$ cat src/rtl/remote_update_ctrl.sv
// remote_update_ctrl: factory-image sequencer for the remote-update primitive.
// Writes boot parameters, reads the last-config reason, then reconfigures or parks in DONE.
module remote_update_ctrl #(
    parameter int          CLK_FREQ_MHZ = 125,
    parameter int          RECONFIG_NS  = 250,
    parameter int          NUM_IMAGES   = 4,
    parameter int          ADDR_W       = 24,
    parameter int          WDOG_EN      = 0,
    parameter logic [11:0] WDOG_TIMEOUT = 12'hFFF,
    parameter int          BUSY_TIMEOUT = 4096,
    localparam int         SW           = NUM_IMAGES > 1 ? $clog2(NUM_IMAGES) : 1
) (
    input  logic                       i_clock,
    input  logic                       i_reset_n,
    input  logic                       i_control,
    input  logic [SW-1:0]              i_image_sel,
    input  logic [NUM_IMAGES*ADDR_W-1:0] i_boot_addrs,
    input  logic                       i_req_valid,
    input  logic [SW-1:0]              i_req_image,
    output logic                       o_req_ready,
    output logic [21:0]                o_ru_data_in,
    output logic [2:0]                 o_ru_param,
    output logic                       o_ru_write_param,
    output logic                       o_ru_read_param,
    output logic [1:0]                 o_ru_read_source,
    output logic                       o_ru_reconfig,
    output logic                       o_ru_reset,
    input  logic                       i_ru_busy,
    input  logic [23:0]                i_ru_data_out,
    output logic [4:0]                 o_reason,
    output logic                       o_crc_error,
    output logic                       o_wdog_error,
    output logic                       o_busy_error,
    output logic                       o_bad_image,
    output logic                       o_done
);
    localparam int R  = (CLK_FREQ_MHZ * RECONFIG_NS + 999) / 1000;
    localparam int CW = $clog2((BUSY_TIMEOUT > R ? BUSY_TIMEOUT : R) + 1);

    typedef enum logic [3:0] {
        S_RST, S_SETUP, S_STROBE, S_GAP, S_WAIT, S_LATCH, S_DECIDE, S_PULSE, S_HOLD, S_DONE
    } state_t;

    state_t              r_state, w_next;
    logic [2:0]          r_step, w_tstep, w_after, r_param, w_param;
    logic [21:0]         r_data, w_data;
    logic [CW-1:0]       r_cnt;
    logic [4:0]          r_reason;
    logic                r_crc, r_wdog, r_busy_err, r_bad;
    logic [SW-1:0]       w_idx;
    logic [ADDR_W-1:0]   w_addr;
    logic                w_sel_bad, w_req_ok, w_tmo, w_unused;

    assign w_unused  = ^i_ru_data_out[23:5];
    assign w_sel_bad = 32'(i_image_sel) >= NUM_IMAGES;
    assign w_req_ok  = 32'(i_req_image) < NUM_IMAGES;
    assign w_tmo     = i_ru_busy && r_cnt == CW'(BUSY_TIMEOUT - 1);
    assign w_idx     = r_state == S_DONE ? i_req_image : i_image_sel;

    always_comb begin
        w_addr = '0;
        for (int k = 0; k < NUM_IMAGES; k++)
            if (w_idx == SW'(k)) w_addr = i_boot_addrs[k*ADDR_W +: ADDR_W];
    end

    // Step 0..4 writes, 5 reason read, 6 run-time boot-address rewrite
    assign w_after = r_step == 3'd0 ? 3'd1 :
                     (r_step == 3'd1 && !w_sel_bad) ? 3'd2 :
                     r_step <= 3'd2 ? ((WDOG_EN != 0) ? 3'd3 : 3'd4) : 3'(r_step + 3'd1);
    assign w_tstep = r_state == S_RST ? 3'd0 : r_state == S_DONE ? 3'd6 : w_after;
    assign w_param = w_tstep == 3'd0 ? 3'b001 : w_tstep == 3'd1 ? 3'b110 :
                     w_tstep == 3'd3 ? 3'b010 : w_tstep == 3'd4 ? 3'b011 :
                     w_tstep == 3'd5 ? 3'b111 : 3'b100;
    assign w_data  = w_tstep <= 3'd1 ? 22'd1 : w_tstep == 3'd3 ? 22'(WDOG_TIMEOUT) :
                     w_tstep == 3'd4 ? 22'(WDOG_EN != 0) : w_tstep == 3'd5 ? 22'd0 :
                     22'(w_addr >> 2);

    always_ff @(posedge i_clock or negedge i_reset_n) begin
        if (!i_reset_n) r_state <= S_RST;
        else            r_state <= w_next;
    end

    always_comb begin
        w_next = r_state;
        case (r_state)
            S_RST:    w_next = i_ru_busy ? S_RST : S_SETUP;
            S_SETUP:  w_next = S_STROBE;
            S_STROBE: w_next = S_GAP;
            S_GAP:    w_next = S_WAIT;
            S_WAIT:   w_next = w_tmo ? S_DONE : i_ru_busy ? S_WAIT :
                               r_step == 3'd5 ? S_LATCH : r_step == 3'd6 ? S_PULSE : S_SETUP;
            S_LATCH:  w_next = S_DECIDE;
            S_DECIDE: w_next = (r_reason[3] || r_reason[4] || w_sel_bad || !i_control) ? S_DONE : S_PULSE;
            S_PULSE:  w_next = r_cnt == CW'(R - 1) ? S_HOLD : S_PULSE;
            S_HOLD:   w_next = S_HOLD;
            S_DONE:   w_next = (i_req_valid && w_req_ok) ? S_SETUP : S_DONE;
            default:  w_next = S_RST;
        endcase
    end

    always_comb begin
        o_ru_reset       = r_state == S_RST;
        o_ru_write_param = r_state == S_STROBE && r_step != 3'd5;
        o_ru_read_param  = r_state == S_STROBE && r_step == 3'd5;
        o_ru_reconfig    = r_state == S_PULSE || r_state == S_HOLD;
        o_done           = r_state == S_DONE;
        o_req_ready      = r_state == S_DONE;
    end

    // Counter restarts at STROBE for the busy timeout and at the first PULSE cycle
    always_ff @(posedge i_clock or negedge i_reset_n) begin
        if (!i_reset_n) begin
            r_step     <= '0;
            r_param    <= '0;
            r_data     <= '0;
            r_cnt      <= '0;
            r_reason   <= 5'b01011;
            r_crc      <= 1'b0;
            r_wdog     <= 1'b0;
            r_busy_err <= 1'b0;
            r_bad      <= 1'b0;
        end else begin
            if (w_next == S_SETUP) begin
                r_step  <= w_tstep;
                r_param <= w_param;
                r_data  <= w_data;
            end
            r_cnt <= (r_state == S_SETUP || (w_next == S_PULSE && r_state != S_PULSE)) ? '0 : r_cnt + 1'b1;
            if (r_state == S_LATCH) r_reason <= i_ru_data_out[4:0];
            if (r_state == S_WAIT && w_tmo) r_busy_err <= 1'b1;
            if (r_state == S_DECIDE) begin
                r_crc  <= r_crc | r_reason[3];
                r_wdog <= r_wdog | (!r_reason[3] & r_reason[4]);
                r_bad  <= r_bad | (!r_reason[3] & !r_reason[4] & w_sel_bad);
            end
            if (r_state == S_DONE && i_req_valid && !w_req_ok) r_bad <= 1'b1;
        end
    end

    assign o_ru_param       = r_param;
    assign o_ru_data_in     = r_data;
    assign o_ru_read_source = 2'b00;
    assign o_reason         = r_reason;
    assign o_crc_error      = r_crc;
    assign o_wdog_error     = r_wdog;
    assign o_busy_error     = r_busy_err;
    assign o_bad_image      = r_bad;
endmodule

$ cat config.mk
export PLATFORM = sky130hd
export DESIGN_NAME = remote_update_ctrl
export DESIGN_NICKNAME = d
export VERILOG_FILES = /design/src/rtl/remote_update_ctrl.sv
export SDC_FILE = /design/constraint.sdc
export NUM_CORES = 1
export LEC_CHECK = 0
export CAP_MARGIN = 25
export CORE_MARGIN = 3
export CORE_UTILIZATION = 40
export DETAILED_ROUTE_END_ITERATION = 10
export PLACE_DENSITY = 0.8
export SETUP_SLACK_MARGIN = 0.5
export SLEW_MARGIN = 5
export SYNTH_ARGS = -nofsm -noshare
export SYNTH_HDL_FRONTEND = slang
export SYNTH_SLANG_ARGS = --single-unit
$ cat constraint.sdc
create_clock -name i_clock -period 3.11 [get_ports i_clock]
set_clock_uncertainty 0.05 [all_clocks]
set_input_delay 0.622 -clock i_clock [delete_from_list [all_inputs] [get_ports i_clock]]
set_output_delay 0.622 -clock i_clock [all_outputs]
set_load 0.01 [all_outputs]
==> run_results.csv, run 1 <==
group,metric,value,unit
cells_and_area,layoutNonFillerInstCount,617,
worst_setup_path,slowest_stage,"or4b_4",
cts,ctsHoldBuffers,0,
grt,grtUsageTotal,19.4,%
sta,drv_slew,0,
worst_setup_path,cp.arrival,2.73,ns
yosys,synthCells,363,
worst_setup_path,r2r_slack,0.54,ns
placed_design,place_congestion,0.839,
sta,rsz0062_at_grt,"true",
cts,clock_latency,0.32,ns
yosys,synthTopCellsByArea,"dfrtp_1 (36%), mux4_2 (6.5%), nand2_1 (6.0%), nor2b_1 (3.3%), mux2i_1 (2.6%)",
sta,tns,0,ns
floorplan,start_util,41.6,%
routing,drtIter0Drc,111,
grt,grt_overflow_total,0,
grt,grt_pass1_vias,3283,
yosys,synth_ff_type,"dfrtp_1",
floorplan,fp.coreArea,0.00830,mm²
worst_setup_path,worstSetupEndpointType,"register",
cells_and_area,fin_nets,645,
worst_setup_path,path_buf_inv,4,
cts,clockRootBuffer,"clkbuf_8",
worst_setup_path,critical_path_peak_fanout,15,
worst_setup_path,startpoint,"r_state[0]$_DFF_PN0_",
routing,vias,3233,
worst_setup_path,r2r-end,"o_ru_data_in[7]$_DFFE_PN0N_",
floorplan,rows,33,
yosys,syn_avg_cell_area,9.51,µm²
grt,antenna_found_initial,0,
outcome,status,"finished, final reports clean",
sta,finalHoldViolations,0,
routing,post_drt_via_cell_ratio,5.24,
worst_setup_path,path_delay_family,"simple AND/OR/NAND/NOR gates",
yosys,synth_top_area_share,36.3,%
run,drv_cap,0,
floorplan,io_pins,171,
cells_and_area,n_antenna_cell,0,
yosys,ys_warn_count,0,
sta,period_minus_slack,2.57,ns
yosys,synth_top_cell_by_area,"dfrtp_1",
yosys,synth_seq_area_share,38.5,%
routing,wirelength,9.57,mm
power,vdd_drop_max,0.314,mV
yosys,synth_edf_count,0,
worst_setup_path,crit_end,"o_ru_data_in[7]$_DFFE_PN0N_",
worst_setup_path,cp.depth,10,
cts,numCtsBuffers,5,
grt,grt_max_degree,31,
worst_setup_path,cpPeakStageDelay,0.53,ns
yosys,synth_seq_cells,53,
worst_setup_path,critPathLaunchType,"register",
yosys,synth_cell_types,62,
cts,clk_path_buf_depth,2,
sta,finalCritPeriodShare,82.5,%
cells_and_area,layout_commonest_cell,"clkdlybuf4s50_1",
power,p_leak,0.00216,µW
routing,wire_per_inst,15.5,µm
cells_and_area,syn_to_final_growth,50.9,%
cts,cts_sinks,53,
placed_design,port_buffers,140,
routing,drc,0,
worst_setup_path,r2r_start,"r_state[0]$_DFF_PN0_",
routing,first_pass_iters,4,
cts,h-tree-depth,2,
floorplan,die_w,98.9,µm
worst_setup_path,cp.required,3.27,ns
yosys,syn_area,0.00345,mm²
placed_design,dp_cells,595,
yosys,synthArstFlopShare,100,%
hold_path,hold_class,"primary input to asynchronous set/reset pin",
floorplan,die_h,98.9,µm
sta,fmax,390,MHz
placed_design,dp_hpwl,7.30,mm
worst_setup_path,worst-setup-path-type,"register to register",
worst_setup_path,cp_cell_sequence,"buf_4, buf_4, or4b_4, nor4_4, buf_4, a211oi_2, nand4b_4, buf_12, nor2b_1, a21oi_2",
sta,setup_viol,0,
cts,cts_tree,"done",
worst_setup_path,reg2reg_depth,10,
floorplan,dieArea,0.00978,mm²
power,p_per_area,785,mW/mm²
cts,clk_pin_slew,0.10,ns
cells_and_area,drive_above_1_share,19.1,%
worst_setup_path,cpMostUsedCell,"buf_4",
cells_and_area,final_cell_mix,"clkdlybuf4s50_1 (134), nand2_1 (55), dfrtp_1 (45)",
routing,antenna_left,0,
grt,grt_pass1_wl,15.6,mm
## timing repair
action                                  4_1_cts  5_1_grt
pin swaps                                     1        4
setup buffers                                11        3
gates resized for setup                      12       17
gates cloned                                  0        0
endpoints found under the setup margin       29       36
## kinds of logic (layout without fill, tap and decap cells)
| kind of cell | count (synthesis) | after routing | synth area share, % |
|---|---|---|---|
| AND/OR/NAND/NOR | 145 | 145 | 23.8 |
| AO/OA/AOI/OAI | 87 | 87 | 16.0 |
| flip-flops | 53 | 53 | 38.5 |
| buffers and inverters | 35 | 182 | 5.62 |
| multiplexers | 25 | 25 | 11.1 |
| XOR/XNOR | 12 | 12 | 3.05 |
| adder cells (fa/ha/maj) | 5 | 5 | 1.81 |
| other | 1 | 3 | 0.109 |
## power breakdown
group	internal (µW)	total, µW	switching (µW)
registers	950	1150	197
clock network	163	411	247
logic	1280	2530	1250
## per-layer routing
metal  part of all wire, %  GRT usage [%]  vias to the layer above
met1                    40           23.7                     1506
met3                   6.5           4.46                       14
met2                    51           34.5                      126
li1                      -              -                     1587
met4                   1.6           5.04                        0
met5                     0              0                        -
## flip-flops by register name, indices dropped and copies added (netlist names)
| register | count |
|---|---|
| r_state | 4 |
| o_crc_error | 1 |
| o_busy_error | 1 |
| o_wdog_error | 1 |
| o_reason | 5 |
| o_ru_param | 3 |
| o_ru_data_in | 22 |
| r_cnt | 13 |
| r_step | 3 |
## metrics by stage
stage	hold WS, ns	setup slack (ns)	area (µm²)	utilization, %	total power, µW
floorplan	0.276	0.814	3460	-	2620
CTS	0.243	0.506	5140	61.9	4000
global route	0.250	0.402	5210	62.7	4400
global placement	0.389	0.202	4950	59.6	3380
detailed placement	0.403	0.170	4950	59.6	3460
finish	0.246	0.545	5210	62.7	4090
## final cells by class
type / count / area, µm²
Clock inverter: 3 / 25.0
Tap cell: 105 / 131
Clock buffer: 5 / 68.8
Sequential cell: 53 / 1340
Multi-Input combinational cell: 277 / 2000
Fill cell: 665 / 3090
Timing Repair Buffer: 165 / 1610
Inverter: 9 / 33.8
## cells in the mapped netlist, types with 4 or more instances
cell      number
a21boi_0       4
a21o_1         5
a21oi_1       13
a21oi_2        5
a31oi_1        7
buf_2          7
buf_4          6
buf_6          4
clkbuf_1       7
dfrtp_1       50
ha_1           5
inv_1          7
mux2_2         6
mux2i_1        9
mux4_2        10
nand2_1       55
nand3_1        7
nand4_1        4
nor2_1        23
nor2b_1       18
nor3b_1        4
o21ai_0       16
o21ai_1       18
o22ai_1        5
or4b_2         4
xnor2_1        8
xor2_1         4
## worst register-to-register path: cells and delay by family, from the launching register on
kind | cells | cell delay [ns]
AND/OR/NAND/NOR | 4 | 1.20
buffers and inverters | 4 | 0.65
flip-flops | 1 | 0.45
AO/OA/AOI/OAI | 2 | 0.13
## how the worst min path moves through the flow
stage | depth (start not counted) | slack (ns) | start | end
final | 2 | 0.25 | i_reset_n | o_busy_error$_DFFE_PN0P_
after global routing | 2 | 0.25 | i_reset_n | r_cnt[0]$_DFF_PN0_
after CTS | 2 | 0.24 | i_reset_n | r_cnt[10]$_DFF_PN0_
after detailed placement | 1 | 0.40 | o_crc_error$_DFFE_PN0P_ | o_crc_error$_DFFE_PN0P_
after global placement | 1 | 0.39 | o_crc_error$_DFFE_PN0P_ | o_crc_error$_DFFE_PN0P_
after floorplan | 0 | 0.28 | i_reset_n | o_busy_error$_DFFE_PN0P_
Power figures use the tool's default switching activity.
==> inputs of run 2 (changes only) <==
==> constraint.sdc (replaced) <==
create_clock -name i_clock -period 2.5 [get_ports i_clock]
set_clock_uncertainty 0.05 [all_clocks]
set_input_delay 0.5 -clock i_clock [delete_from_list [all_inputs] [get_ports i_clock]]
set_output_delay 0.5 -clock i_clock [all_outputs]
set_load 0.01 [all_outputs]
==> run_results.csv, run 2 (synthesized netlist as in run 1, its figures left out) <==
group,metric,value,unit
routing,drc,0,
cells_and_area,largest_register_ffs,22,
grt,grtUsageTotal,20.2,%
worst_setup_path,worst-setup-path-type,"register to register",
sta,rsz0062_at_grt,"true",
floorplan,die_w,98.9,µm
routing,drtIter0Drc,93,
worst_setup_path,path_buf_inv,3,
worst_setup_path,cp.arrival,2.48,ns
cts,numCtsBuffers,5,
run,drv_cap,0,
cts,h-tree-depth,2,
placed_design,dp_hpwl,7.58,mm
sta,finalCritPeriodShare,93.1,%
sta,setup_viol,0,
floorplan,dieArea,0.00978,mm²
worst_setup_path,cp.required,2.65,ns
sta,period_minus_slack,2.33,ns
cts,clk_path_buf_depth,2,
grt,grt_pass1_wl,16.2,mm
floorplan,fp.coreArea,0.00830,mm²
floorplan,die_h,98.9,µm
sta,fmax,429,MHz
grt,grt_pass1_vias,3518,
worst_setup_path,critPathLaunchType,"register",
grt,grt_overflow_total,0,
cts,cts_sinks,53,
outcome,status,"finished, final reports clean",
cells_and_area,layout_commonest_cell,"clkdlybuf4s50_1",
cells_and_area,final_area,0.00573,mm²
cells_and_area,final_cell_mix,"clkdlybuf4s50_1 (132), nand2_1 (51), dfrtp_1 (46)",
worst_setup_path,path_delay_family,"simple AND/OR/NAND/NOR gates",
cells_and_area,final_util,69.0,%
worst_setup_path,cpPeakStageDelay,0.51,ns
sta,tightestPinTransition,0.818,ns
sta,relSlewSlack,44.7,%
cts,clk_pin_slew,0.09,ns
cts,cts_tree,"done",
placed_design,port_buffers,140,
worst_setup_path,slowest_stage,"or4b_4",
cells_and_area,nFillCells,615,
floorplan,start_util,41.6,%
worst_setup_path,worstSetupEndpointType,"register",
sta,finalHoldViolations,0,
routing,first_pass_iters,6,
power,p_per_area,1010,mW/mm²
cts,clockRootBuffer,"clkbuf_8",
routing,vias,3391,
power,p_leak,0.00238,µW
cells_and_area,fin_nets,675,
routing,post_drt_via_cell_ratio,5.24,
cells_and_area,syn_to_final_growth,65.9,%
routing,antenna_left,0,
worst_setup_path,critical_path_peak_fanout,7,
worst_setup_path,cp_cell_sequence,"buf_6, buf_6, or4b_4, nor4_4, or3b_4, nand4b_4, nor2b_1, buf_4, a21oi_2",
power,power,5800,µW
placed_design,place_congestion,0.853,
routing,wirelength,10.5,mm
power,vdd_drop_max,0.584,mV
cells_and_area,n_antenna_cell,0,
placed_design,dpl_cell_area,0.00515,mm²
cells_and_area,drive_above_1_share,29.5,%
cts,clock_latency,0.31,ns
routing,wire_per_inst,16.3,µm
grt,grt_max_degree,38,
floorplan,io_pins,171,
hold_path,hold_class,"primary input to asynchronous set/reset pin",
grt,antenna_found_initial,0,
floorplan,rows,33,
sta,whs,0.229,ns
worst_setup_path,cpMostUsedCell,"buf_6",
sta,drv_slew,0,
-- run 2: final cells by class --
cell class / count / area [µm²] / share of cell area (%)
inverters: 9 / 41.3 / 0.721
repair buffers: 192 / 1870 / 32.7
clock inverters: 2 / 13.8 / 0.240
multi-input cells: 280 / 2250 / 39.3
clock buffers: 6 / 82.6 / 1.44
well taps: 105 / 131 / 2.29
flip-flops and latches: 53 / 1340 / 23.3
-- run 2: timing repair --
| action | in CTS | in global routing |
|---|---|---|
| cloned | 1 | 2 |
| endpoints found under the hold margin | 0 | 0 |
| buffers inserted | 21 | 10 |
| setup endpoints to repair | 47 | 49 |
| gates resized for setup | 51 | 35 |
| hold buffers | 0 | 0 |
| pin swaps | 9 | 13 |
-- run 2: worst paths after layout --
check                                               from                           end  slack, ns  depth (start not counted)
worst min-delay path                           i_reset_n          r_state[0]$_DFF_PN0_       0.23                          1
worst max-delay path                r_state[3]$_DFF_PN0_   o_ru_data_in[5]$_DFFE_PN0N_       0.17                          9
min in group i_clock            o_busy_error$_DFFE_PN0P_      o_busy_error$_DFFE_PN0P_       0.41                          1
worst max register to register      r_state[3]$_DFF_PN0_   o_ru_data_in[5]$_DFFE_PN0N_       0.17                          9
worst min register to register  o_busy_error$_DFFE_PN0P_      o_busy_error$_DFFE_PN0P_       0.41                          1
max in group asynchronous                      i_reset_n  o_ru_data_in[14]$_DFFE_PN0N_       1.49                          2
-- run 2: report_power, final --
part / internal [µW] / total (µW) / switching [µW]
Combinational: 2040 / 3850 / 1810
Clock: 225 / 506 / 281
Sequential: 1180 / 1440 / 260
Total: 3450 / 5800 / 2350
-- run 2: layer usage --
layer  GRT usage [%]  up-vias  part of all wire [%]
li1                -     1656                     -
met1            22.3     1598                    38
met2            38.6      120                    55
met3            4.32       17                   5.4
met4            5.78        0                   1.8
met5               0        -                     0
-- run 2: through the flow --
step	setup TNS, ns	setup WS, ns	std cells
global placement	-4.05	-0.150	605
detailed placement	-5.55	-0.205	605
global route	0	0.0688	647
floorplan	0	0.414	365
finish	0	0.171	647
CTS	0	0.0877	635
